$ cat config.mk
export PLATFORM = sky130hd
export DESIGN_NAME = multicycle_control_flat
export DESIGN_NICKNAME = d
export VERILOG_FILES = /design/src/rtl/multicycle_control_if.sv /design/src/rtl/multicycle_control.sv /design/src/flat_wrapper.sv
export SDC_FILE = /design/constraint.sdc
export NUM_CORES = 1
export LEC_CHECK = 0
export ABC_AREA = 1
export BUFFER_PORTS_ARGS = -buffer_cell sky130_fd_sc_hd__buf_2
export CAP_MARGIN = 30
export CORE_UTILIZATION = 52
export DETAILED_ROUTE_END_ITERATION = 12
export HOLD_SLACK_MARGIN = 0.08
export PLACE_DENSITY = 0.83
export SLEW_MARGIN = 20
export SYNTH_ARGS = -nofsm -noshare
export SYNTH_HDL_FRONTEND = slang
export SYNTH_SLANG_ARGS = --single-unit
$ cat constraint.sdc
create_clock -name clk -period 2.3 [get_ports clk]
set_input_delay 0.23 -clock clk [delete_from_list [all_inputs] [get_ports clk]]
set_output_delay 0.23 -clock clk [all_outputs]
set_load 0.01 [all_outputs]
$ cat src/rtl/multicycle_control_if.sv
// multicycle_control_if
//   Bundles the instruction fields, datapath status and control strobes that
//   pass between the multicycle controller and its datapath.
//   master : controller side (samples op/funct3/funct7b5/zero/memReady,
//            drives every control output and the debug state code)
//   slave  : datapath side (the mirror image)
interface multicycle_control_if;
  logic [6:0] op;
  logic [2:0] funct3;
  logic       funct7b5;
  logic       zero;
  logic       memReady;

  logic       memReq;
  logic       memWrite;
  logic       adrSrc;
  logic       irWrite;
  logic       pcWrite;
  logic       regWrite;
  logic [1:0] resultSrc;
  logic [1:0] aluSrcA;
  logic [1:0] aluSrcB;
  logic [1:0] immSrc;
  logic [3:0] aluControl;
  logic       illegalInstr;
  logic [3:0] stateOut;

  modport master (
    input  op, funct3, funct7b5, zero, memReady,
    output memReq, memWrite, adrSrc, irWrite, pcWrite, regWrite,
           resultSrc, aluSrcA, aluSrcB, immSrc, aluControl,
           illegalInstr, stateOut
  );

  modport slave (
    output op, funct3, funct7b5, zero, memReady,
    input  memReq, memWrite, adrSrc, irWrite, pcWrite, regWrite,
           resultSrc, aluSrcA, aluSrcB, immSrc, aluControl,
           illegalInstr, stateOut
  );
endinterface

$ cat src/rtl/multicycle_control.sv
// multicycle_control
//   Control FSM for a multicycle RV32 subset core (lw, sw, R/I ALU ops, beq,
//   jal). Moore outputs are registered alongside the state; only irWrite and
//   pcWrite are gated combinationally by memReady (FETCH) and zero (BEQ).
//   Ports:
//     clk   - rising-edge clock
//     reset - asynchronous, active-high; forces FETCH and clears all strobes
//     bus   - multicycle_control_if.master: instruction fields, zero flag,
//             memReady in; memory/ALU/register-file control and the debug
//             state code out
module multicycle_control (
  input  logic                        clk,
  input  logic                        reset,
  multicycle_control_if.master        bus
);

  typedef enum logic [3:0] {
    FETCH    = 4'd0,
    DECODE   = 4'd1,
    MEMADR   = 4'd2,
    MEMREAD  = 4'd3,
    MEMWB    = 4'd4,
    MEMWRITE = 4'd5,
    EXECUTER = 4'd6,
    EXECUTEI = 4'd7,
    ALUWB    = 4'd8,
    BEQ      = 4'd9,
    JAL      = 4'd10,
    ILLEGAL  = 4'd15
  } stateT;

  localparam logic [3:0] ALU_ADD = 4'b0000;
  localparam logic [3:0] ALU_SUB = 4'b0001;
  localparam logic [3:0] ALU_AND = 4'b0010;
  localparam logic [3:0] ALU_OR  = 4'b0011;
  localparam logic [3:0] ALU_SLL = 4'b0101;

  localparam logic [6:0] OP_LOAD   = 7'b0000011;
  localparam logic [6:0] OP_STORE  = 7'b0100011;
  localparam logic [6:0] OP_RTYPE  = 7'b0110011;
  localparam logic [6:0] OP_ITYPE  = 7'b0010011;
  localparam logic [6:0] OP_BRANCH = 7'b1100011;
  localparam logic [6:0] OP_JAL    = 7'b1101111;

  typedef struct packed {
    logic       memReq;
    logic       memWrite;
    logic       adrSrc;
    logic       regWrite;
    logic [1:0] resultSrc;
    logic [1:0] aluSrcA;
    logic [1:0] aluSrcB;
    logic [1:0] immSrc;
    logic [3:0] aluControl;
    logic       illegalInstr;
  } ctrlT;

  stateT      state;
  stateT      nextState;
  ctrlT       ctrl;
  logic [3:0] aluDecoded;
  logic       aluLegal;

  // Moore control word for a state. isStore and alu only matter for the
  // states whose outputs depend on the latched instruction.
  function automatic ctrlT ctrlFor(stateT s, logic isStore, logic [3:0] alu);
    ctrlT c;
    c = '0;
    case (s)
      FETCH: begin
        c.memReq    = 1'b1;
        c.aluSrcB   = 2'b10;
        c.resultSrc = 2'b10;
      end
      DECODE: begin
        c.aluSrcA = 2'b01;
        c.aluSrcB = 2'b01;
        c.immSrc  = 2'b10;
      end
      MEMADR: begin
        c.aluSrcA = 2'b10;
        c.aluSrcB = 2'b01;
        c.immSrc  = isStore ? 2'b01 : 2'b00;
      end
      MEMREAD: begin
        c.memReq = 1'b1;
        c.adrSrc = 1'b1;
      end
      MEMWB: begin
        c.resultSrc = 2'b01;
        c.regWrite  = 1'b1;
      end
      MEMWRITE: begin
        c.memReq   = 1'b1;
        c.adrSrc   = 1'b1;
        c.memWrite = 1'b1;
      end
      EXECUTER: begin
        c.aluSrcA    = 2'b10;
        c.aluControl = alu;
      end
      EXECUTEI: begin
        c.aluSrcA    = 2'b10;
        c.aluSrcB    = 2'b01;
        c.aluControl = alu;
      end
      ALUWB: c.regWrite = 1'b1;
      BEQ: begin
        c.aluSrcA    = 2'b10;
        c.aluControl = ALU_SUB;
      end
      JAL: begin
        c.aluSrcA = 2'b01;
        c.aluSrcB = 2'b10;
        c.immSrc  = 2'b11;
      end
      ILLEGAL: c.illegalInstr = 1'b1;
      default: c = '0;
    endcase
    return c;
  endfunction

  // R/I ALU decode; funct7b5 only distinguishes SUB (R-type) and guards SLL.
  always_comb begin
    aluLegal   = 1'b1;
    aluDecoded = ALU_ADD;
    case (bus.funct3)
      3'b000: aluDecoded = ((bus.op == OP_RTYPE) && bus.funct7b5) ? ALU_SUB : ALU_ADD;
      3'b111: aluDecoded = ALU_AND;
      3'b110: aluDecoded = ALU_OR;
      3'b001: begin
        if (bus.funct7b5) aluLegal = 1'b0;
        else              aluDecoded = ALU_SLL;
      end
      default: aluLegal = 1'b0;
    endcase
  end

  always_comb begin
    nextState = state;
    case (state)
      FETCH:  if (bus.memReady) nextState = DECODE;
      DECODE: begin
        case (bus.op)
          OP_LOAD, OP_STORE: nextState = MEMADR;
          OP_RTYPE:  nextState = aluLegal ? EXECUTER : ILLEGAL;
          OP_ITYPE:  nextState = aluLegal ? EXECUTEI : ILLEGAL;
          OP_BRANCH: nextState = (bus.funct3 == 3'b000) ? BEQ : ILLEGAL;
          OP_JAL:    nextState = JAL;
          default:   nextState = ILLEGAL;
        endcase
      end
      MEMADR:   nextState = (bus.op == OP_STORE) ? MEMWRITE : MEMREAD;
      MEMREAD:  if (bus.memReady) nextState = MEMWB;
      MEMWB:    nextState = FETCH;
      MEMWRITE: if (bus.memReady) nextState = FETCH;
      EXECUTER: nextState = ALUWB;
      EXECUTEI: nextState = ALUWB;
      ALUWB:    nextState = FETCH;
      BEQ:      nextState = FETCH;
      JAL:      nextState = ALUWB;
      ILLEGAL:  nextState = ILLEGAL;
      default:  nextState = ILLEGAL;
    endcase
  end

  // The control word is computed from nextState so it is valid in the same
  // cycle the state register shows that state.
  always_ff @(posedge clk or posedge reset) begin
    if (reset) begin
      state <= FETCH;
      ctrl  <= ctrlFor(FETCH, 1'b0, ALU_ADD);
    end else begin
      state <= nextState;
      ctrl  <= ctrlFor(nextState, bus.op == OP_STORE, aluDecoded);
    end
  end

  logic fetchDone;
  // reset is folded in so the FETCH strobes stay low for the whole reset.
  assign fetchDone = (state == FETCH) && bus.memReady && !reset;

  assign bus.memReq       = ctrl.memReq;
  assign bus.memWrite     = ctrl.memWrite;
  assign bus.adrSrc       = ctrl.adrSrc;
  assign bus.regWrite     = ctrl.regWrite;
  assign bus.resultSrc    = ctrl.resultSrc;
  assign bus.aluSrcA      = ctrl.aluSrcA;
  assign bus.aluSrcB      = ctrl.aluSrcB;
  assign bus.immSrc       = ctrl.immSrc;
  assign bus.aluControl   = ctrl.aluControl;
  assign bus.illegalInstr = ctrl.illegalInstr;
  assign bus.irWrite      = fetchDone;
  assign bus.pcWrite      = fetchDone || ((state == BEQ) && bus.zero) || (state == JAL);
  assign bus.stateOut     = state;

endmodule

$ cat src/flat_wrapper.sv
// flat-port wrapper written by rule: the top's interface ports become plain ports
module multicycle_control_flat 
  (clk, reset, bus_op, bus_funct3, bus_funct7b5, bus_zero, bus_memReady, bus_memReq, bus_memWrite, bus_adrSrc, bus_irWrite, bus_pcWrite, bus_regWrite, bus_resultSrc, bus_aluSrcA, bus_aluSrcB, bus_immSrc, bus_aluControl, bus_illegalInstr, bus_stateOut);
  multicycle_control_if bus_i ();
  input  logic clk;
  input  logic reset;
  input wire logic [$bits(bus_i.op)-1:0] bus_op;
  input wire logic [$bits(bus_i.funct3)-1:0] bus_funct3;
  input wire logic [$bits(bus_i.funct7b5)-1:0] bus_funct7b5;
  input wire logic [$bits(bus_i.zero)-1:0] bus_zero;
  input wire logic [$bits(bus_i.memReady)-1:0] bus_memReady;
  output wire logic [$bits(bus_i.memReq)-1:0] bus_memReq;
  output wire logic [$bits(bus_i.memWrite)-1:0] bus_memWrite;
  output wire logic [$bits(bus_i.adrSrc)-1:0] bus_adrSrc;
  output wire logic [$bits(bus_i.irWrite)-1:0] bus_irWrite;
  output wire logic [$bits(bus_i.pcWrite)-1:0] bus_pcWrite;
  output wire logic [$bits(bus_i.regWrite)-1:0] bus_regWrite;
  output wire logic [$bits(bus_i.resultSrc)-1:0] bus_resultSrc;
  output wire logic [$bits(bus_i.aluSrcA)-1:0] bus_aluSrcA;
  output wire logic [$bits(bus_i.aluSrcB)-1:0] bus_aluSrcB;
  output wire logic [$bits(bus_i.immSrc)-1:0] bus_immSrc;
  output wire logic [$bits(bus_i.aluControl)-1:0] bus_aluControl;
  output wire logic [$bits(bus_i.illegalInstr)-1:0] bus_illegalInstr;
  output wire logic [$bits(bus_i.stateOut)-1:0] bus_stateOut;
  assign bus_i.op = bus_op;
  assign bus_i.funct3 = bus_funct3;
  assign bus_i.funct7b5 = bus_funct7b5;
  assign bus_i.zero = bus_zero;
  assign bus_i.memReady = bus_memReady;
  assign bus_memReq = bus_i.memReq;
  assign bus_memWrite = bus_i.memWrite;
  assign bus_adrSrc = bus_i.adrSrc;
  assign bus_irWrite = bus_i.irWrite;
  assign bus_pcWrite = bus_i.pcWrite;
  assign bus_regWrite = bus_i.regWrite;
  assign bus_resultSrc = bus_i.resultSrc;
  assign bus_aluSrcA = bus_i.aluSrcA;
  assign bus_aluSrcB = bus_i.aluSrcB;
  assign bus_immSrc = bus_i.immSrc;
  assign bus_aluControl = bus_i.aluControl;
  assign bus_illegalInstr = bus_i.illegalInstr;
  assign bus_stateOut = bus_i.stateOut;
  multicycle_control u_core (.clk(clk), .reset(reset), .bus(bus_i));
endmodule
# After elaboration in Yosys (flattened, before gate mapping)
# Index checks and enable logic that the tools add are counted.
# W data, S select, Z words.
[totals]
regBits = 21
out_inout_bits = 23
[op_classes]
mux = 25
eq_ne = 30
reduce_logical = 22
[op_table]
columns = ["op", "n"]
rows = [
  ["$eq A4 B3 Y1 const B", 8],
  ["$eq A4 B4 Y1 const B", 7],
  ["$pmux W4 S7", 1],
  ["$mux W4", 5],
  ["$pmux W4 S5", 1],
  ["$eq A4 B2 Y1 const B", 4],
  ["$pmux W4 S4", 1],
  ["$reduce_or A3 Y1", 5],
  ["$eq A7 B6 Y1 const B", 2],
  ["$eq A7 B7 Y1 const B", 2],
  ["$pmux W2 S2", 3],
  ["$reduce_or A2 Y1", 6],
  ["$mux W3", 3],
  ["$eq A4 B1 Y1 const B", 2],
  ["$logic_not A4 Y1", 2],
  ["$mux W1", 8],
  ["$pmux W4 S2", 1],
  ["$eq A7 B2 Y1 const B", 1],
  ["$eq A7 B5 Y1 const B", 1],
  ["$eq A3 B3 Y1 const B", 2],
  ["$pmux W2 S3", 1],
  ["$logic_and A1 B1 Y1", 4],
  ["$reduce_or A4 Y1", 1],
  ["$eq A3 B1 Y1 const B", 1],
  ["other kinds (4)", 5],
]

# Longest topological paths before layout
# Gate-level depths: netlist of the first run.
[depth]
word_depth = 9
ltp_mapped = 12
mapped_depth_nobuf = 12

# Least setup slack after synthesis of the first run
# OpenSTA, ideal clock, no wires.
[synth_path]
path_type = "register to output"
startpoint = "register u_core.state[3] (netlist: u_core.bus.stateOut[3])"
endpoint = "output port bus_pcWrite"
t_arrival_ns = 1.233
n_path_buf = 0
path_stages_with_launch = 6
required_time_ns = 2.070
path_slack_ns = 0.837
path_cell_list = "dfrtp_1 nor2_2 nand4_1 nor2_1 a31oi_1 o21ai_0"
[synth_between]
elab_chain_cells = 5
word_cells_on_any_way = 8
classes_between = "2 x eq/ne; 6 x reduce/logical"
[synth_rtl]
columns = ["item", "line_no", "rtl"]
rows = [
  ["start: declaration", "multicycle_control.sv:58", "stateT state;"],
  ["start signal: assignment", "multicycle_control.sv:174", "state <= nextState;"],
  ["$logic_not A4 Y1", "multicycle_control.sv:181", "assign fetchDone = (state == FETCH) && bus.memReady && !reset;"],
  ["$logic_and A1 B1 Y1 (2 in series)", "multicycle_control.sv:181", ""],
  ["net bus_irWrite", "flat_wrapper.sv:15", "output wire logic [$bits(bus_i.irWrite)-1:0] bus_irWrite;"],
  ["$logic_or A1 B1 Y1 (2 in series)", "multicycle_control.sv:194", "assign bus.pcWrite = fetchDone || ((state == BEQ) && bus.zero) || (state == JAL);"],
  ["end: declaration", "flat_wrapper.sv:16", "output wire logic [$bits(bus_i.pcWrite)-1:0] bus_pcWrite;"],
]
# The timed path passes the listed nets, and every way through them passes these cells.

# Worst setup path after layout of the first run
[layout_path]
startpoint = "register u_core.state[3] (netlist: u_core.bus.stateOut[3])"
endpoint = "output port bus_pcWrite"
[layout_between]
elab_chain_cells = 5
word_cells_on_any_way = 8
classes_between = "2 x eq/ne; 6 x reduce/logical"
[layout_rtl]
columns = ["item", "line_no"]
rows = [
  ["$logic_not A4 Y1", "multicycle_control.sv:181"],
  ["$logic_and A1 B1 Y1 (2 in series)", "multicycle_control.sv:181"],
  ["$logic_or A1 B1 Y1", "multicycle_control.sv:194"],
  ["$logic_or A1 B1 Y1 *", "multicycle_control.sv:194"],
]
# Mark *: on every way between the ends. The rest lies on a longest branch, timed or not.

==> results of run 1 <==
## timing repair
| action | 4_1_cts | 5_1_grt |
|---|---|---|
| hold buffers | 1 | 0 |
| endpoints found under the hold margin | 17 | 0 |
| resized for setup | 0 | 0 |
## cells in the final DEF (no fill, tap or decap)
cell and count:
nand2_1 39, buf_2 36, inv_1 26, nor2_1 19, dfrtp_1 17, nand3_1 16
a21oi_1 6, nor2_2 5, o21ai_0 5, inv_2 3, clkbuf_4 3, dfstp_2 3
a21boi_0 2, nand2_2 2, nand4_1 1, nand3b_1 1, nand3_2 1, a21oi_2 1
o21ai_1 1, o211ai_1 1, a31oi_1 1, conb_1 1, bufinv_16 1, dlygate4sd3_1 1
## per-layer routing
metal | share of wire (%) | wire length [um] | GRT usage (%)
met1 | 42 | 948 | 26.3
met2 | 52 | 1160 | 41.4
met3 | 3.8 | 84 | 2.64
met4 | 1.7 | 38 | 7.22
met5 | 0 | 0 | 0
## registers in the layout (all words and copies together), names as in the netlist
register / count
u_core.bus.stateOut: 4
u_core.bus.aluControl: 3
u_core.bus.aluSrcA: 2
u_core.bus.aluSrcB: 2
u_core.bus.immSrc: 2
u_core.bus.resultSrc: 2
u_core.bus.adrSrc: 1
u_core.bus.illegalInstr: 1
u_core.bus.memReq: 1
u_core.bus.memWrite: 1
u_core.bus.regWrite: 1
## power groups by stage
stage	logic, W	clock network (W)	registers, W
after detailed placement	0.0000432	0	0.000358
after CTS	0.0000447	0.000285	0.000352
after global routing	0.0000515	0.000300	0.000352
after floorplan	0.0000240	0	0.000358
after global placement	0.0000405	0	0.000358
final	0.0000443	0.000284	0.000352
## path summary, 6_finish.rpt
kind	startpoint	endpoint	slack [ns]	cells after the start
worst max-delay path	u_core.bus.stateOut[3]	bus_pcWrite	0.45	6
worst min-delay path	bus_funct3[1]	u_core.bus.aluControl[1]	0.21	3
worst max register to register	u_core.bus.stateOut[3]	u_core.bus.aluSrcB[0]	0.58	11
worst min register to register	u_core.bus.stateOut[0]	u_core.bus.regWrite	0.70	3
max in group asynchronous	reset	u_core.bus.stateOut[3]	1.26	3
min in group asynchronous	reset	u_core.bus.regWrite	0.59	3
## area by class of cell
cell class / instances / area (um^2) / share of cell area, %
Clock buffer: 3 / 22.5 / 1.66
Clock inverter: 1 / 30.0 / 2.21
Inverter: 29 / 109 / 8.03
Multi-Input combinational cell: 102 / 467 / 34.4
Sequential cell: 20 / 504 / 37.2
Tap cell: 27 / 33.8 / 2.49
Timing Repair Buffer: 37 / 190 / 14.0
## kinds of logic (layout without fill, tap and decap cells)
family	Yosys count	count (layout)	share of synthesized area, %
simple gates	84	84	33.6
buf+inv	30	70	10.7
flops	20	20	46.4
compound gates	17	17	8.98
other cells	1	1	0.345
## through the flow
step	cells	util [%]	power, W
global placement	214	65.9	0.000399
detailed placement	214	65.9	0.000402
CTS	219	69.1	0.000681
finish	219	69.1	0.000680
floorplan	152	-	0.000382
global route	219	69.1	0.000703
## worst max-delay path: cells and delay by family (launching register included)
kind / cells / cell delay, ns
AO/OA/AOI/OAI: 2 / 0.12
flip-flops: 1 / 0.45
AND/OR/NAND/NOR: 3 / 0.61
buffers and inverters: 1 / 0.14
==> metrics.yaml, run 1 <==
status: "finished, final reports clean"
synthArstFlopShare_pct: 100
syn_to_final_growth_pct: 24.7
synth_area_leaders: "dfrtp_1 (39%), nand2_1 (13%), inv_1 (9.0%)"
cp-start-kind: "flip-flop"
syn_inst: 152
die_h_um: 47.7
ant_nets: 0
syn-cell-area_um2: 1090
first_iter_violations: 9
antennaDiodeCount: 0
fin_area_um2: 1360
cts.sinks: 20
switching_power_w: 0.000136
synth.most_common_cell: "nand2_1"
seq_area_frac_synth_pct: 46.4
peakVddDrop_mv: 0.415
timing.hold.ws_ns: 0.205
max_stage_delay_ns: 0.45
end_kind: "output port"
place_congestion: 0.866
drc: 0
placementRows: 16
nNetsFinal: 208
htree_levels: 1
pre_cts_ws_ns: 0.678
grt_usage_pct: 22.3
synth_top_cells_by_count: "nand2_1 (39), inv_1 (26), nor2_1 (19)"
grt_overflow: 0
fin_crit_sh_pct: 80.7
relSlewSlack_pct: 51.8
numCtsBuffers: 3
pwr-share-seq_pct: 51.7
tightestPinTransition_ns: 0.722
power_frac_comb_pct: 6.5
crit_arrival_ns: 1.62
grt_setup_unrepaired: "no"
cpMaxStageDelayCell: "dfrtp_1"
p_int_w: 0.000544
portBuffers: 36
worstPathRequired_ns: 2.07
post_synth_num_cell_types: 21
syn-num-nets: 167
synth_edf_count: 0
syn_area_per_cell_um2: 7.15
max-cap-violations: 0
num_vias: 1054
drt_first_pass_iters: 4
grt_pass1_vias: 929
yosysTopAreaCellShare_pct: 39.1
fmax_mhz: 539
finalCriticalPeriod_ns: 1.85
core-area_um2: 1960
ioPinCount: 38
clock-root-buffer: "clkbuf_4"
grt_max_degree: 21
die_w_um: 47.7
drt_wl_total_um: 2230
cts_tree: "built"
yosys_register_bits: 20
leakagePower_nw: 0.843
crit_fanout: 6
crit_type: "reg2out"
fin_skew_ns: 0.000455
placed_cell_area_um2: 1290
setup_tns_ns: 0
layout-drive-gt1-share_pct: 28.6
clock_power_share_pct: 41.8
die_area_um2: 2280
ys.flop_type: "dfrtp_1"
p_sw_share_pct: 20.0
wl_per_cell_um: 10.2
max-clock-path-buffers: 2
grt_antenna_before_repair: 0
slew_viol_final: 0
yosys_warnings: 0
powerDensity_nw_per_um2: 501
place_hpwl_um: 1810
drt-vias-per-instance: 4.81
hold_violations: 0
start_util_pct: 55.4
path_clk_slew_ns: 0.11
path_cells: "nor2_2, nand4_1, nor2_1, a31oi_1, o21ai_0, buf_2"
grt_pass1_wl_um: 3640
hold_path_class: "in2reg"
fin_ws_ns: 0.445
synth_top_cell_by_area: "dfrtp_1"
setup_violations: 0
cts_setup_buffers: 0
fill_cells: 172
clk-insertion-delay-late_ns: 0.30
Power figures use the tool's default switching activity.
==> run 2: changes to the inputs <==
--- a/config.mk
+++ b/config.mk
@@ -8,10 +8,10 @@
 export ABC_AREA = 1
 export BUFFER_PORTS_ARGS = -buffer_cell sky130_fd_sc_hd__buf_2
 export CAP_MARGIN = 30
-export CORE_UTILIZATION = 52
+export CORE_UTILIZATION = 48
 export DETAILED_ROUTE_END_ITERATION = 12
 export HOLD_SLACK_MARGIN = 0.08
-export PLACE_DENSITY = 0.83
+export PLACE_DENSITY = 0.77
 export SLEW_MARGIN = 20
 export SYNTH_ARGS = -nofsm -noshare
 export SYNTH_HDL_FRONTEND = slang
==> constraint.sdc (replaced) <==
create_clock -name clk -period 1.8 [get_ports clk]
set_input_delay 0.18 -clock clk [delete_from_list [all_inputs] [get_ports clk]]
set_output_delay 0.18 -clock clk [all_outputs]
set_load 0.01 [all_outputs]
==> metrics.yaml, run 2 (synthesis gave the netlist of run 1 again) <==
clk-insertion-delay-late_ns: 0.30
layout-drive-gt1-share_pct: 30.1
timing.hold.ws_ns: 0.138
fin_ws_ns: 0.107
status: "finished, final reports clean"
cts_tree: "built"
clock-root-buffer: "clkbuf_4"
drc: 0
die_area_um2: 2460
wl_per_cell_um: 10.3
tightestPinTransition_ns: 0.713
path_clk_slew_ns: 0.11
grt_max_degree: 21
leakagePower_nw: 0.840
finalCriticalPeriod_ns: 1.69
crit_fanout: 6
cp-start-kind: "flip-flop"
grt_pass1_vias: 981
ioPinCount: 38
syn_to_final_growth_pct: 24.7
placementRows: 16
max-clock-path-buffers: 2
htree_levels: 1
ant_nets: 0
worstPathRequired_ns: 2.04
place_congestion: 0.854
largest_reg_flops: 4
crit_arrival_ns: 1.93
numCtsBuffers: 3
hold_path_class: "in2reg"
portBuffers: 36
cts.sinks: 20
max-cap-violations: 0
powerDensity_nw_per_um2: 561
fin_skew_ns: 0.00551
setup_violations: 0
nNetsFinal: 209
relSlewSlack_pct: 52.4
antennaDiodeCount: 0
grt_antenna_before_repair: 0
drt_first_pass_iters: 4
crit_type: "reg2reg"
layout_common_cells: "nand2_1 (39), buf_2 (36), inv_1 (26)"
die_w_um: 49.6
stdcell_count: 220
multi_input_comb_area_um2: 474
peakVddDrop_mv: 0.309
first_iter_violations: 29
die_h_um: 49.6
grt_pass1_wl_um: 3910
pre_cts_ws_ns: 0.146
power_w: 0.000760
fin_crit_sh_pct: 94.0
final_common_cell: "nand2_1"
place_hpwl_um: 1860
end_kind: "flip-flop"
hold_violations: 0
fmax_mhz: 591
num_vias: 1067
placed_cells: 214
drt-vias-per-instance: 4.85
grt_usage_pct: 20.7
fill_cells: 200
slew_viol_final: 0
start_util_pct: 53.2
grt_overflow: 0
seq_area_um2: 505
drt_wl_total_um: 2270
core-area_um2: 2040
-- run 2: changes by cell type in the layout (fill, tap and decap cells not counted) --
cell,delta
bufinv_16,-1
dfrtp_1,-1
dfrtp_2,+1
nor2_1,-1
clkbuf_8,+1
nor2_4,+1
buf_4,+1
-- run 2: path summary, 6_finish.rpt --
path	startpoint	end	slack, ns	cells past startpoint
max	u_core.bus.stateOut[2]	u_core.bus.aluSrcB[0]	0.11	11
min	bus_funct3[1]	u_core.bus.aluControl[1]	0.14	3
max reg2reg	u_core.bus.stateOut[2]	u_core.bus.aluSrcB[0]	0.11	11
min reg2reg	u_core.bus.stateOut[3]	u_core.bus.regWrite	0.72	3
max in group asynchronous	reset	u_core.bus.stateOut[3]	0.77	3
min in group asynchronous	reset	u_core.bus.resultSrc[0]	0.53	3
-- run 2: report_power, final --
group	total, W	switching [W]	internal, W
Clock	0.000255	0.000132	0.000123
Sequential	0.000449	0	0.000449
Combinational	0.0000559	0.0000352	0.0000207
Total	0.000760	0.000167	0.000593
-- run 2: layout make-up --
class / count / area share, %
well taps: 27 / 2.49
flip-flops and latches: 20 / 37.3
clock buffers: 4 / 2.68
inverters: 29 / 8.03
multi-input cells: 102 / 35.0
repair buffers: 38 / 14.6
-- run 2: repair_timing --
action / CTS / global route
pin swaps: 1 / 0
endpoints found under the setup margin: 1 / 6
resized for setup: 0 / 3
hold buffers: 1 / 0
hold endpoints to repair: 17 / 0
setup buffers: 1 / 0
-- run 2: layer usage --
metal	track usage, %	wire, um
met5	0	0
met4	6.67	10
met3	3.40	100
met2	40.8	1210
met1	21.8	947
-- run 2: critical path, cell delays in order, from the launching register on --
cell	delay (ns)
dfrtp_1	0.48
nor2_4	0.15
inv_2	0.06
nor2_1	0.14
nand2_1	0.09
nand2_1	0.11
inv_1	0.06
nand3_2	0.12
inv_2	0.05
nor2_2	0.17
nand2_1	0.11
nand3_1	0.09
-- run 2: metrics by stage --
step	TNS [ns]	instance area [um^2]	utilization [%]
3_5_place_dp	0	1290	63.4
2_1_floorplan	0	1090	-
3_3_place_gp	0	1290	63.4
4_1_cts	0	1350	66.0
5_1_grt	-0.0234	1360	66.4
6_report	0	1360	66.4
